<file path="src/rtl/uart_result_sequencer_pkg.sv">
// -----------------------------------------------------------------------------
// uart_result_sequencer_pkg
// Shared definitions for the matrix result sequencer: word width, default
// matrix geometry, ack-timeout default and the FSM state encoding.
// -----------------------------------------------------------------------------
package uart_result_sequencer_pkg;

    localparam int WORD_W     = 16;
    localparam int ROWS_DEF   = 4;
    localparam int COLS_DEF   = 4;
    localparam int ADDR_W_DEF = 4;
    localparam int ACK_TO_DEF = 8;

    // S_CSUM is only reachable when the checksum word is built in.
    typedef enum logic [2:0] {
        S_IDLE  = 3'd0,
        S_RD    = 3'd1,
        S_LAT   = 3'd2,
        S_START = 3'd3,
        S_ACK   = 3'd4,
        S_XMIT  = 3'd5,
        S_CSUM  = 3'd6,
        S_FIN   = 3'd7
    } seq_state_t;

endpackage

</file>
<file path="src/rtl/uart_result_sequencer_if.sv">
// -----------------------------------------------------------------------------
// uart_result_sequencer_if
// Bundles the result-RAM read port and the uart_tx word handshake.
//   mem_rd_en  : RAM read strobe            (sequencer -> RAM)
//   mem_addr   : RAM address                (sequencer -> RAM)
//   mem_rdata  : RAM data, 1 cycle latency  (RAM -> sequencer)
//   tx_data    : word for uart_tx           (sequencer -> uart_tx)
//   tx_start   : 1-cycle start pulse        (sequencer -> uart_tx)
//   tx_busy    : uart_tx busy               (uart_tx -> sequencer)
// master = sequencer side, slave = RAM/uart_tx side.
// -----------------------------------------------------------------------------
interface uart_result_sequencer_if #(
    parameter int ADDR_W = 4
);
    import uart_result_sequencer_pkg::*;

    logic              mem_rd_en;
    logic [ADDR_W-1:0] mem_addr;
    logic [WORD_W-1:0] mem_rdata;
    logic [WORD_W-1:0] tx_data;
    logic              tx_start;
    logic              tx_busy;

    modport master (
        output mem_rd_en, mem_addr, tx_data, tx_start,
        input  mem_rdata, tx_busy
    );

    modport slave (
        input  mem_rd_en, mem_addr, tx_data, tx_start,
        output mem_rdata, tx_busy
    );

endinterface

</file>
<file path="src/rtl/uart_result_sequencer.sv">
// -----------------------------------------------------------------------------
// uart_result_sequencer
// Streams a ROWS x COLS result buffer, row-major, through a 16-bit uart_tx
// word transmitter. Per word: read RAM, capture data, pulse tx_start, wait
// for tx_busy to rise then fall.
//
// Ports
//   i_clk     : system clock (shared with uart_tx)
//   i_rst     : synchronous reset, active high
//   i_go      : start streaming the whole matrix (accepted only in IDLE
//               with tx_busy low)
//   o_active  : high from go acceptance until done
//   o_done    : 1-cycle pulse at end of frame
//   o_err     : sticky ack timeout, cleared by reset or the next go
//   bus       : RAM read port + uart_tx handshake (master modport)
//
// Optional feature: define UART_SEQ_CHECKSUM_EN to append a 16-bit
// modulo-2^16 sum of all data words as an extra final word.
// -----------------------------------------------------------------------------
module uart_result_sequencer
    import uart_result_sequencer_pkg::*;
#(
    parameter int ROWS   = ROWS_DEF,
    parameter int COLS   = COLS_DEF,
    parameter int ADDR_W = ADDR_W_DEF,
    parameter int ACK_TO = ACK_TO_DEF
) (
    input  logic                    i_clk,
    input  logic                    i_rst,
    input  logic                    i_go,
    output logic                    o_active,
    output logic                    o_done,
    output logic                    o_err,
    uart_result_sequencer_if.master bus
);

    localparam int                NWORDS   = ROWS * COLS;
    localparam logic [ADDR_W-1:0] LAST_IDX = ADDR_W'(NWORDS - 1);
    localparam int                TO_W     = $clog2(ACK_TO + 1);
    localparam logic [TO_W-1:0]   TO_LAST  = TO_W'(ACK_TO - 1);

    seq_state_t        r_state;
    logic [ADDR_W-1:0] r_idx;
    logic [WORD_W-1:0] r_tx_data;
    logic              r_tx_start;
    logic              r_rd_en;
    logic              r_active;
    logic              r_done;
    logic              r_err;
    logic [TO_W-1:0]   r_to_cnt;
`ifdef UART_SEQ_CHECKSUM_EN
    logic [WORD_W-1:0] r_csum;
    logic              r_csum_phase;   // set once the checksum word is in flight
`endif

    assign bus.mem_rd_en = r_rd_en;
    assign bus.mem_addr  = r_idx;
    assign bus.tx_data   = r_tx_data;
    assign bus.tx_start  = r_tx_start;
    assign o_active      = r_active;
    assign o_done        = r_done;
    assign o_err         = r_err;

    always_ff @(posedge i_clk) begin
        if (i_rst) begin
            r_state    <= S_IDLE;
            r_idx      <= '0;
            r_tx_data  <= '0;
            r_tx_start <= 1'b0;
            r_rd_en    <= 1'b0;
            r_active   <= 1'b0;
            r_done     <= 1'b0;
            r_err      <= 1'b0;
            r_to_cnt   <= '0;
`ifdef UART_SEQ_CHECKSUM_EN
            r_csum       <= '0;
            r_csum_phase <= 1'b0;
`endif
        end else begin
            // Strobes are asserted on entry to their state, so they last
            // exactly one cycle unless re-armed below.
            r_tx_start <= 1'b0;
            r_rd_en    <= 1'b0;
            r_done     <= 1'b0;

            case (r_state)
                S_IDLE: begin
                    if (i_go && !bus.tx_busy) begin
                        r_state  <= S_RD;
                        r_rd_en  <= 1'b1;
                        r_active <= 1'b1;
                        r_err    <= 1'b0;
                        r_idx    <= '0;
`ifdef UART_SEQ_CHECKSUM_EN
                        r_csum       <= '0;
                        r_csum_phase <= 1'b0;
`endif
                    end
                end

                S_RD: r_state <= S_LAT;

                S_LAT: begin
                    r_tx_data  <= bus.mem_rdata;
`ifdef UART_SEQ_CHECKSUM_EN
                    r_csum     <= r_csum + bus.mem_rdata;
`endif
                    r_tx_start <= 1'b1;
                    r_state    <= S_START;
                end

                S_START: begin
                    r_to_cnt <= '0;
                    r_state  <= S_ACK;
                end

                S_ACK: begin
                    if (bus.tx_busy) begin
                        r_state <= S_XMIT;
                    end else if (r_to_cnt == TO_LAST) begin
                        r_err    <= 1'b1;
                        r_done   <= 1'b1;
                        r_active <= 1'b0;
                        r_state  <= S_FIN;
                    end else begin
                        r_to_cnt <= r_to_cnt + 1'b1;
                    end
                end

                S_XMIT: begin
                    if (!bus.tx_busy) begin
`ifdef UART_SEQ_CHECKSUM_EN
                        if (r_csum_phase) begin
                            r_done   <= 1'b1;
                            r_active <= 1'b0;
                            r_state  <= S_FIN;
                        end else if (r_idx == LAST_IDX) begin
                            r_state <= S_CSUM;
                        end else begin
`else
                        if (r_idx == LAST_IDX) begin
                            r_done   <= 1'b1;
                            r_active <= 1'b0;
                            r_state  <= S_FIN;
                        end else begin
`endif
                            r_idx   <= r_idx + 1'b1;
                            r_rd_en <= 1'b1;
                            r_state <= S_RD;
                        end
                    end
                end

`ifdef UART_SEQ_CHECKSUM_EN
                // Plays the role of LAT for the trailing checksum word.
                S_CSUM: begin
                    r_tx_data    <= r_csum;
                    r_csum_phase <= 1'b1;
                    r_tx_start   <= 1'b1;
                    r_state      <= S_START;
                end
`endif

                S_FIN: r_state <= S_IDLE;

                default: r_state <= S_IDLE;
            endcase
        end
    end

endmodule

</file>
<file path="src/flat_wrapper.sv">
// flat-port wrapper written by rule: the top's interface ports become plain ports
module uart_result_sequencer_flat import uart_result_sequencer_pkg::*;
#(
    parameter int ROWS   = ROWS_DEF,
    parameter int COLS   = COLS_DEF,
    parameter int ADDR_W = ADDR_W_DEF,
    parameter int ACK_TO = ACK_TO_DEF
)
  (i_clk, i_rst, i_go, o_active, o_done, o_err, bus_mem_rd_en, bus_mem_addr, bus_tx_data, bus_tx_start, bus_mem_rdata, bus_tx_busy);
  uart_result_sequencer_if #(.ADDR_W(ADDR_W)) bus_i ();
  input  logic i_clk;
  input  logic i_rst;
  input  logic i_go;
  output logic o_active;
  output logic o_done;
  output logic o_err;
  output wire logic [$bits(bus_i.mem_rd_en)-1:0] bus_mem_rd_en;
  output wire logic [$bits(bus_i.mem_addr)-1:0] bus_mem_addr;
  output wire logic [$bits(bus_i.tx_data)-1:0] bus_tx_data;
  output wire logic [$bits(bus_i.tx_start)-1:0] bus_tx_start;
  input wire logic [$bits(bus_i.mem_rdata)-1:0] bus_mem_rdata;
  input wire logic [$bits(bus_i.tx_busy)-1:0] bus_tx_busy;
  assign bus_mem_rd_en = bus_i.mem_rd_en;
  assign bus_mem_addr = bus_i.mem_addr;
  assign bus_tx_data = bus_i.tx_data;
  assign bus_tx_start = bus_i.tx_start;
  assign bus_i.mem_rdata = bus_mem_rdata;
  assign bus_i.tx_busy = bus_tx_busy;
  uart_result_sequencer #(.ROWS(ROWS), .COLS(COLS), .ADDR_W(ADDR_W), .ACK_TO(ACK_TO)) u_core (.i_clk(i_clk), .i_rst(i_rst), .i_go(i_go), .o_active(o_active), .o_done(o_done), .o_err(o_err), .bus(bus_i));
endmodule
</file>
<file path="config.mk">
export PLATFORM = sky130hd
export DESIGN_NAME = uart_result_sequencer_flat
export DESIGN_NICKNAME = d
export VERILOG_FILES = /design/src/rtl/uart_result_sequencer_pkg.sv /design/src/rtl/uart_result_sequencer_if.sv /design/src/rtl/uart_result_sequencer.sv /design/src/flat_wrapper.sv
export SDC_FILE = /design/constraint.sdc
export NUM_CORES = 1
export LEC_CHECK = 0
export CAP_MARGIN = 20
export CORE_ASPECT_RATIO = 0.75
export CORE_MARGIN = 2
export CORE_UTILIZATION = 50
export CTS_CLUSTER_DIAMETER = 100
export DETAILED_ROUTE_END_ITERATION = 10
export GPL_TIMING_DRIVEN = 0
export PLACE_DENSITY = 0.85
export SYNTH_ARGS = -nofsm -noshare
export SYNTH_HDL_FRONTEND = slang
export SYNTH_SLANG_ARGS = --single-unit
</file>
<file path="constraint.sdc">
create_clock -name i_clk -period 2.35 [get_ports i_clk]
set_input_delay 0.3525 -clock i_clk [delete_from_list [all_inputs] [get_ports i_clk]]
set_output_delay 0.3525 -clock i_clk [all_outputs]
set_load 0.1 [all_outputs]
</file>
==> metrics.yaml, run 1 <==
nets: 244
place_congestion: 0.864
synth_top_family_by_area: "simple AND/OR/NAND/NOR gates"
crit_path_end_kind: "output pin"
path_max_fanout: 5
path_delay_family: "buffers and inverters"
crit_slowest_cell: "clkdlybuf4s50_1"
period_needed_ps: 2220
synthAdderAreaFrac_pct: 1.67
syn_inst: 173
ios: 45
crit_type: "flip-flop to output pin"
io_buffers: 42
first_pass_iters: 4
power.switching_mw: 0.904
postCtsHoldBufs: 0
r2r_start: "u_core.bus.mem_addr[0]$_SDFFE_PP0P_"
rsz0062_at_grt: "no"
synth-async-reset-ratio_pct: 0
areaGrowthSynthToFinish_pct: 37.1
syn_area_um2: 1500
path_cells: "clkdlybuf4s50_1"
min_to: "u_core.o_done$_SDFF_PP0_"
slew_viol_final: 0
status: "complete, no violations"
whs_path_depth: 2
synth-seq-cells: 32
yosysSeqAreaShare_pct: 42.6
grt_pass1_wl_mm: 5.72
yosys_warnings: 0
synth_nets: 195
grt_pass1_vias: 1338
via_count: 1387
die_h_um: 51.5
antenna-diode-count: 0
avgRoutedWirePerCell_um: 13.7
tns_ps: 0
grt_overflow: 0
finalCritPeriodShare_pct: 94.7
drc: 0
fin_hold_ws_ps: 299
num_rows: 17
clkPwrFrac_pct: 21.0
max_slew_margin_pct: 34.7
yosys.area_share.simple_pct: 27.1
synth-edff-count: 0
first_iter_violations: 85
clock-sinks: 32
avgSynthCellArea_um2: 8.69
fillers: 216
final_util_pct: 71.2
finalPower_mw: 2.08
worst_pin_slew_ps: 976
final_common_cell: "clkdlybuf4s50_1"
ys_types: 39
drive_gt1_share_pct: 11.7
die_w_um: 67.3
p_leak_nw: 0.758
antenna_found_initial: 0
synth_compound_area_share_pct: 14.5
yosys-mux-area-fraction_pct: 4.41
clock_skew_ps: 3.89
final_cell_mix: "clkdlybuf4s50_1 (42), nand2_1 (41), dfxtp_1 (32)"
cts-root-buf: "clkbuf_8"
arrival_ps: 1870
post-dp-hpwl_mm: 2.66
wl_mm: 3.56
r2r_cells: 5
drv_cap: 0
die-area_um2: 3460
required_ps: 2000
cts-htree-levels: 2
pwr-share-comb_pct: 48.0
ctsResizeCount: 0
cellInternalPower_mw: 1.18
r2r-end: "u_core.o_active$_SDFFE_PP0P_"
clock.fmax_mhz: 449
postCtsSetupRepairBufs: 0
power_density_nw_per_um2: 1010
swShare_pct: 43.4
cts_tree: "yes"
ant_nets: 0
clk_latency_ps: 280
synth_flop_cell: "dfxtp_1"
worst-path-buf-inv: 1
synth-xor-area-share_pct: 2.91
cp-start-kind: "flip-flop"
setup_viol: 0
ff2ff_setup_slack_ps: 790
p_seq_share_pct: 31.0
peakVddDrop_mv: 0.508
clk_path_buf_depth: 2
hold_start: "bus_tx_busy"
max_stage_delay_ps: 1170
hp-class: "input pin to flip-flop"
viasPerCell: 5.31
cts_buffers: 5
start_util_pct: 51.9
clk_pin_slew_ps: 70
grt_max_degree: 11
grt_usage_pct: 22.5
core_um2: 2890
hold_violations: 0
## how the worst max path moves through the flow
stage	from	to	slack [ps]	cells past startpoint
after floorplan	u_core.bus.mem_addr[0]$_SDFFE_PP0P_	u_core.o_active$_SDFFE_PP0P_	170	5
after global placement	u_core.bus.mem_addr[2]$_SDFFE_PP0P_	bus_mem_addr[2]	460	1
after detailed placement	u_core.bus.mem_addr[2]$_SDFFE_PP0P_	bus_mem_addr[2]	460	1
after CTS	u_core.bus.mem_addr[2]$_SDFFE_PP0P_	bus_mem_addr[2]	130	1
after global routing	u_core.bus.mem_addr[2]$_SDFFE_PP0P_	bus_mem_addr[2]	100	1
final	u_core.bus.mem_addr[2]$_SDFFE_PP0P_	bus_mem_addr[2]	130	1
## metrics by stage
| step | setup slack [ps] | instance area, um^2 | std cells |
|---|---|---|---|
| after detailed placement | 464 | 1970 | 253 |
| after global routing | 102 | 2060 | 261 |
| after global placement | 462 | 1970 | 253 |
| after floorplan | 169 | 1500 | 173 |
| after CTS | 131 | 2060 | 261 |
| final | 125 | 2060 | 261 |
## flip-flops by register name (all words and copies together) (netlist names)
register	flops
u_core.bus.mem_addr	4
u_core.o_active	1
u_core.r_state	3
u_core.o_err	1
u_core.o_done	1
u_core.bus.tx_start	1
u_core.bus.mem_rd_en	1
u_core.r_to_cnt	4
u_core.bus.tx_data	16
## final cells by class
cell class | count | area (um^2) | area share, %
multi-input cells | 127 | 759 | 36.9
flip-flops and latches | 32 | 641 | 31.1
repair buffers | 42 | 420 | 20.4
plain buffers | 11 | 91.3 | 4.43
clock buffers | 8 | 90.1 | 4.37
well taps | 38 | 47.5 | 2.31
inverters | 3 | 11.3 | 0.546
## logic make-up (layout without fill, tap and decap cells)
logic type / after synthesis / count (layout)
compound gates: 33 / 33
buf+inv: 14 / 64
flops: 32 / 32
xor+xnor: 5 / 5
fa+ha+maj: 2 / 2
mux: 6 / 6
simple gates: 81 / 81
## power groups by stage
stage	Clock (mW)	Combinational, mW	Sequential [mW]
6_report	0.437	1.00	0.645
5_1_grt	0.460	1.06	0.652
4_1_cts	0.446	0.997	0.646
3_5_place_dp	0	0.991	0.658
3_3_place_gp	0	0.966	0.651
2_1_floorplan	0	0.454	0.982
## cell usage after synthesis (all sizes together), types with 2 or more instances
cell | number | area share [%]
nand2 | 41 | 10
dfxtp | 32 | 43
a21oi | 22 | 7.6
nor2 | 13 | 3.2
buf | 8 | 5.3
nor3 | 7 | 3.4
xor2 | 5 | 2.9
mux2i | 4 | 2.7
nand3 | 4 | 1.3
nand4 | 4 | 1.7
clkbuf | 3 | 0.75
inv | 3 | 0.75
nand2b | 3 | 1.7
nor2b | 3 | 1.2
a31oi | 2 | 0.83
and3 | 2 | 0.83
ha | 2 | 1.7
mux2 | 2 | 1.7
## per-layer routing
layer	share of wire (%)	wire length [um]	track usage (%)	vias up
li1	-	-	-	691
met1	38	1370	24.7	636
met2	53	1880	40.3	55
met3	7.7	274	6.17	5
met4	1.1	40	9.86	0
met5	0	0	0	-
(Power assumes the default switching activity.)
==> run 2, diff against run 1 <==
--- a/config.mk
+++ b/config.mk
@@ -11,7 +11,7 @@
 export CORE_UTILIZATION = 50
 export CTS_CLUSTER_DIAMETER = 100
 export DETAILED_ROUTE_END_ITERATION = 10
-export GPL_TIMING_DRIVEN = 0
+export GPL_TIMING_DRIVEN = 1
 export PLACE_DENSITY = 0.85
 export SYNTH_ARGS = -nofsm -noshare
 export SYNTH_HDL_FRONTEND = slang
==> run 2 against run 1 <==
- utilization is 4.1 points lower
- via count fell by 4.8%
- clock power is 5.0% lower
- sequential cell count is the same
- first-iteration DRC count down 62%
- highest routed layer unchanged
- sequential power grew 13%
- non-clock buffer count decreased by 7
- combinational power shrank 20%
- clock-buffer cell count is the same
==> metrics.yaml, run 2 (synthesis gave the netlist of run 1 again) <==
io_buffers: 44  # +4.8%
cts_tree: "yes"
ant_nets: 0  # unchanged
clock_skew_ps: 4.51  # +0.626 ps
cts_buffers: 5  # unchanged
cp-start-kind: "flip-flop"
via_count: 1321  # -4.8%
regArea_um2: 641  # unchanged
grt_overflow: 0  # unchanged
drive_gt1_share_pct: 20.8  # +9.2 points
crit_start: "u_core.r_state[0]$_SDFFE_PP0P_"
path_cells: "inv_1 -> a31oi_1 -> o221ai_2 -> mux2_4"
whs_path_depth: 2  # unchanged
r2r-end: "u_core.o_active$_SDFFE_PP0P_"
arrival_ps: 1990  # +120 ps
largest_reg_flops: 16  # unchanged
crit_path_end_kind: "flip-flop"
grt_pass1_vias: 1272  # -4.9%
worst-path-buf-inv: 1  # unchanged
multi_input_area_um2: 759  # unchanged
grt_max_degree: 20  # +9
final_cell_mix: "nand2_1 (41), dfxtp_1 (32), buf_4 (27)"
finalCritPeriodShare_pct: 77.7  # -17 points
first_iter_violations: 32  # -62%
wl_mm: 3.21  # -10%
final_util_pct: 67.1  # -4.1 points
antenna-diode-count: 0  # unchanged
die_h_um: 51.5  # unchanged
final_common_cell: "nand2_1"
cts-htree-levels: 2  # unchanged
fillers: 235  # +8.8%
hold_violations: 0  # unchanged
drc: 0  # unchanged
max_stage_delay_ps: 780  # -390 ps
slew_viol_final: 0  # unchanged
ff2ff_setup_slack_ps: 520  # -270 ps
postCtsSetupRepairBufs: 0  # unchanged
nets: 237  # -2.9%
grt_pass1_wl_mm: 5.29  # -7.6%
hp-class: "flip-flop to flip-flop"
r2r_start: "u_core.r_state[0]$_SDFFE_PP0P_"
status: "complete, no violations"
crit_slowest_cell: "dfxtp_1"
place_congestion: 0.835  # -3.3%
clk_path_buf_depth: 2  # unchanged
postCtsHoldBufs: 0  # unchanged
drv_cap: 0  # unchanged
tns_ps: 0  # unchanged
worst_pin_slew_ps: 721  # -255 ps
die-area_um2: 3460  # unchanged
post-dp-hpwl_mm: 2.42  # -9.0%
num_rows: 17  # unchanged
required_ps: 2520  # +520 ps
setup_viol: 0  # unchanged
die_w_um: 67.3  # unchanged
start_util_pct: 51.9  # unchanged
endpoint: "u_core.o_active$_SDFFE_PP0P_"
grt_usage_pct: 21.1  # -1.4 points
period_needed_ps: 1830  # -399 ps
ctsResizeCount: 0  # unchanged
viasPerCell: 5.20  # -2.1%
antenna_found_initial: 0  # unchanged
crit_type: "flip-flop to flip-flop"
ios: 45  # unchanged
peakVddDrop_mv: 0.569  # +12%
areaGrowthSynthToFinish_pct: 29.2
r2r_cells: 4  # -1
core_um2: 2890  # unchanged
p_leak_nw: 0.777  # +2.6%
path_delay_family: "flip-flops"
cts-root-buf: "clkbuf_8"
rsz0062_at_grt: "no"
power_density_nw_per_um2: 1000  # -0.64%
path_max_fanout: 17  # +12
clock.fmax_mhz: 548  # +22%
clock-sinks: 32  # unchanged
first_pass_iters: 4  # unchanged
avgRoutedWirePerCell_um: 12.6  # -7.5%
path_depth: 4  # +3
clk_latency_ps: 270  # about the same
clk_pin_slew_ps: 60  # about the same
max_slew_margin_pct: 51.9  # +17 points
## run 2: worst register-to-register path: stages, from the launching register on
cell	delay [ps]
dfxtp_1	780
inv_1	250
a31oi_1	260
o221ai_2	130
mux2_4	300
## run 2: per-stage QoR
stage / total power [mW] / worst slack (ps) / std cells / hold slack [ps] / cell area (um^2)
after floorplan: 1.44 / 169 / 173 / 489 / 1500
after global placement: 1.52 / 500 / 246 / 442 / 1850
after detailed placement: 1.54 / 406 / 246 / 448 / 1850
after CTS: 1.96 / 554 / 254 / 456 / 1940
after global routing: 2.05 / 396 / 254 / 475 / 1940
final: 1.95 / 524 / 254 / 454 / 1940
## run 2: report_power, final
part           switching, mW  total (mW)  leakage, nW  internal, mW
logic                  0.552       0.802        0.472         0.250
registers              0.122       0.732        0.259         0.611
clock network          0.177       0.415       0.0455         0.238
## run 2: layout make-up
cell class	instances	area share, %
multi-input cells	127	39.1
flip-flops and latches	32	33.0
repair buffers	46	20.2
clock buffers	8	4.64
well taps	38	2.45
inverters	3	0.580
## run 2: how the worst min path moves through the flow
stage	start	end	slack, ps
after global placement	u_core.bus.tx_data[1]$_SDFFE_PP0P_	u_core.bus.tx_data[1]$_SDFFE_PP0P_	440
after global routing	u_core.bus.tx_data[1]$_SDFFE_PP0P_	u_core.bus.tx_data[1]$_SDFFE_PP0P_	470
after CTS	u_core.bus.tx_data[1]$_SDFFE_PP0P_	u_core.bus.tx_data[1]$_SDFFE_PP0P_	460
after detailed placement	u_core.bus.tx_data[1]$_SDFFE_PP0P_	u_core.bus.tx_data[1]$_SDFFE_PP0P_	450
after floorplan	bus_mem_rdata[10]	u_core.bus.tx_data[10]$_SDFFE_PP0P_	490
final	u_core.bus.tx_data[2]$_SDFFE_PP0P_	u_core.bus.tx_data[2]$_SDFFE_PP0P_	450
## run 2: metal layers
layer	GRT usage (%)	routed length, um	vias to the layer above
li1	-	-	673
met1	22.7	1360	605
met2	35.3	1600	39
met3	7.71	198	4
met4	12.6	55	0
met5	0	0	-
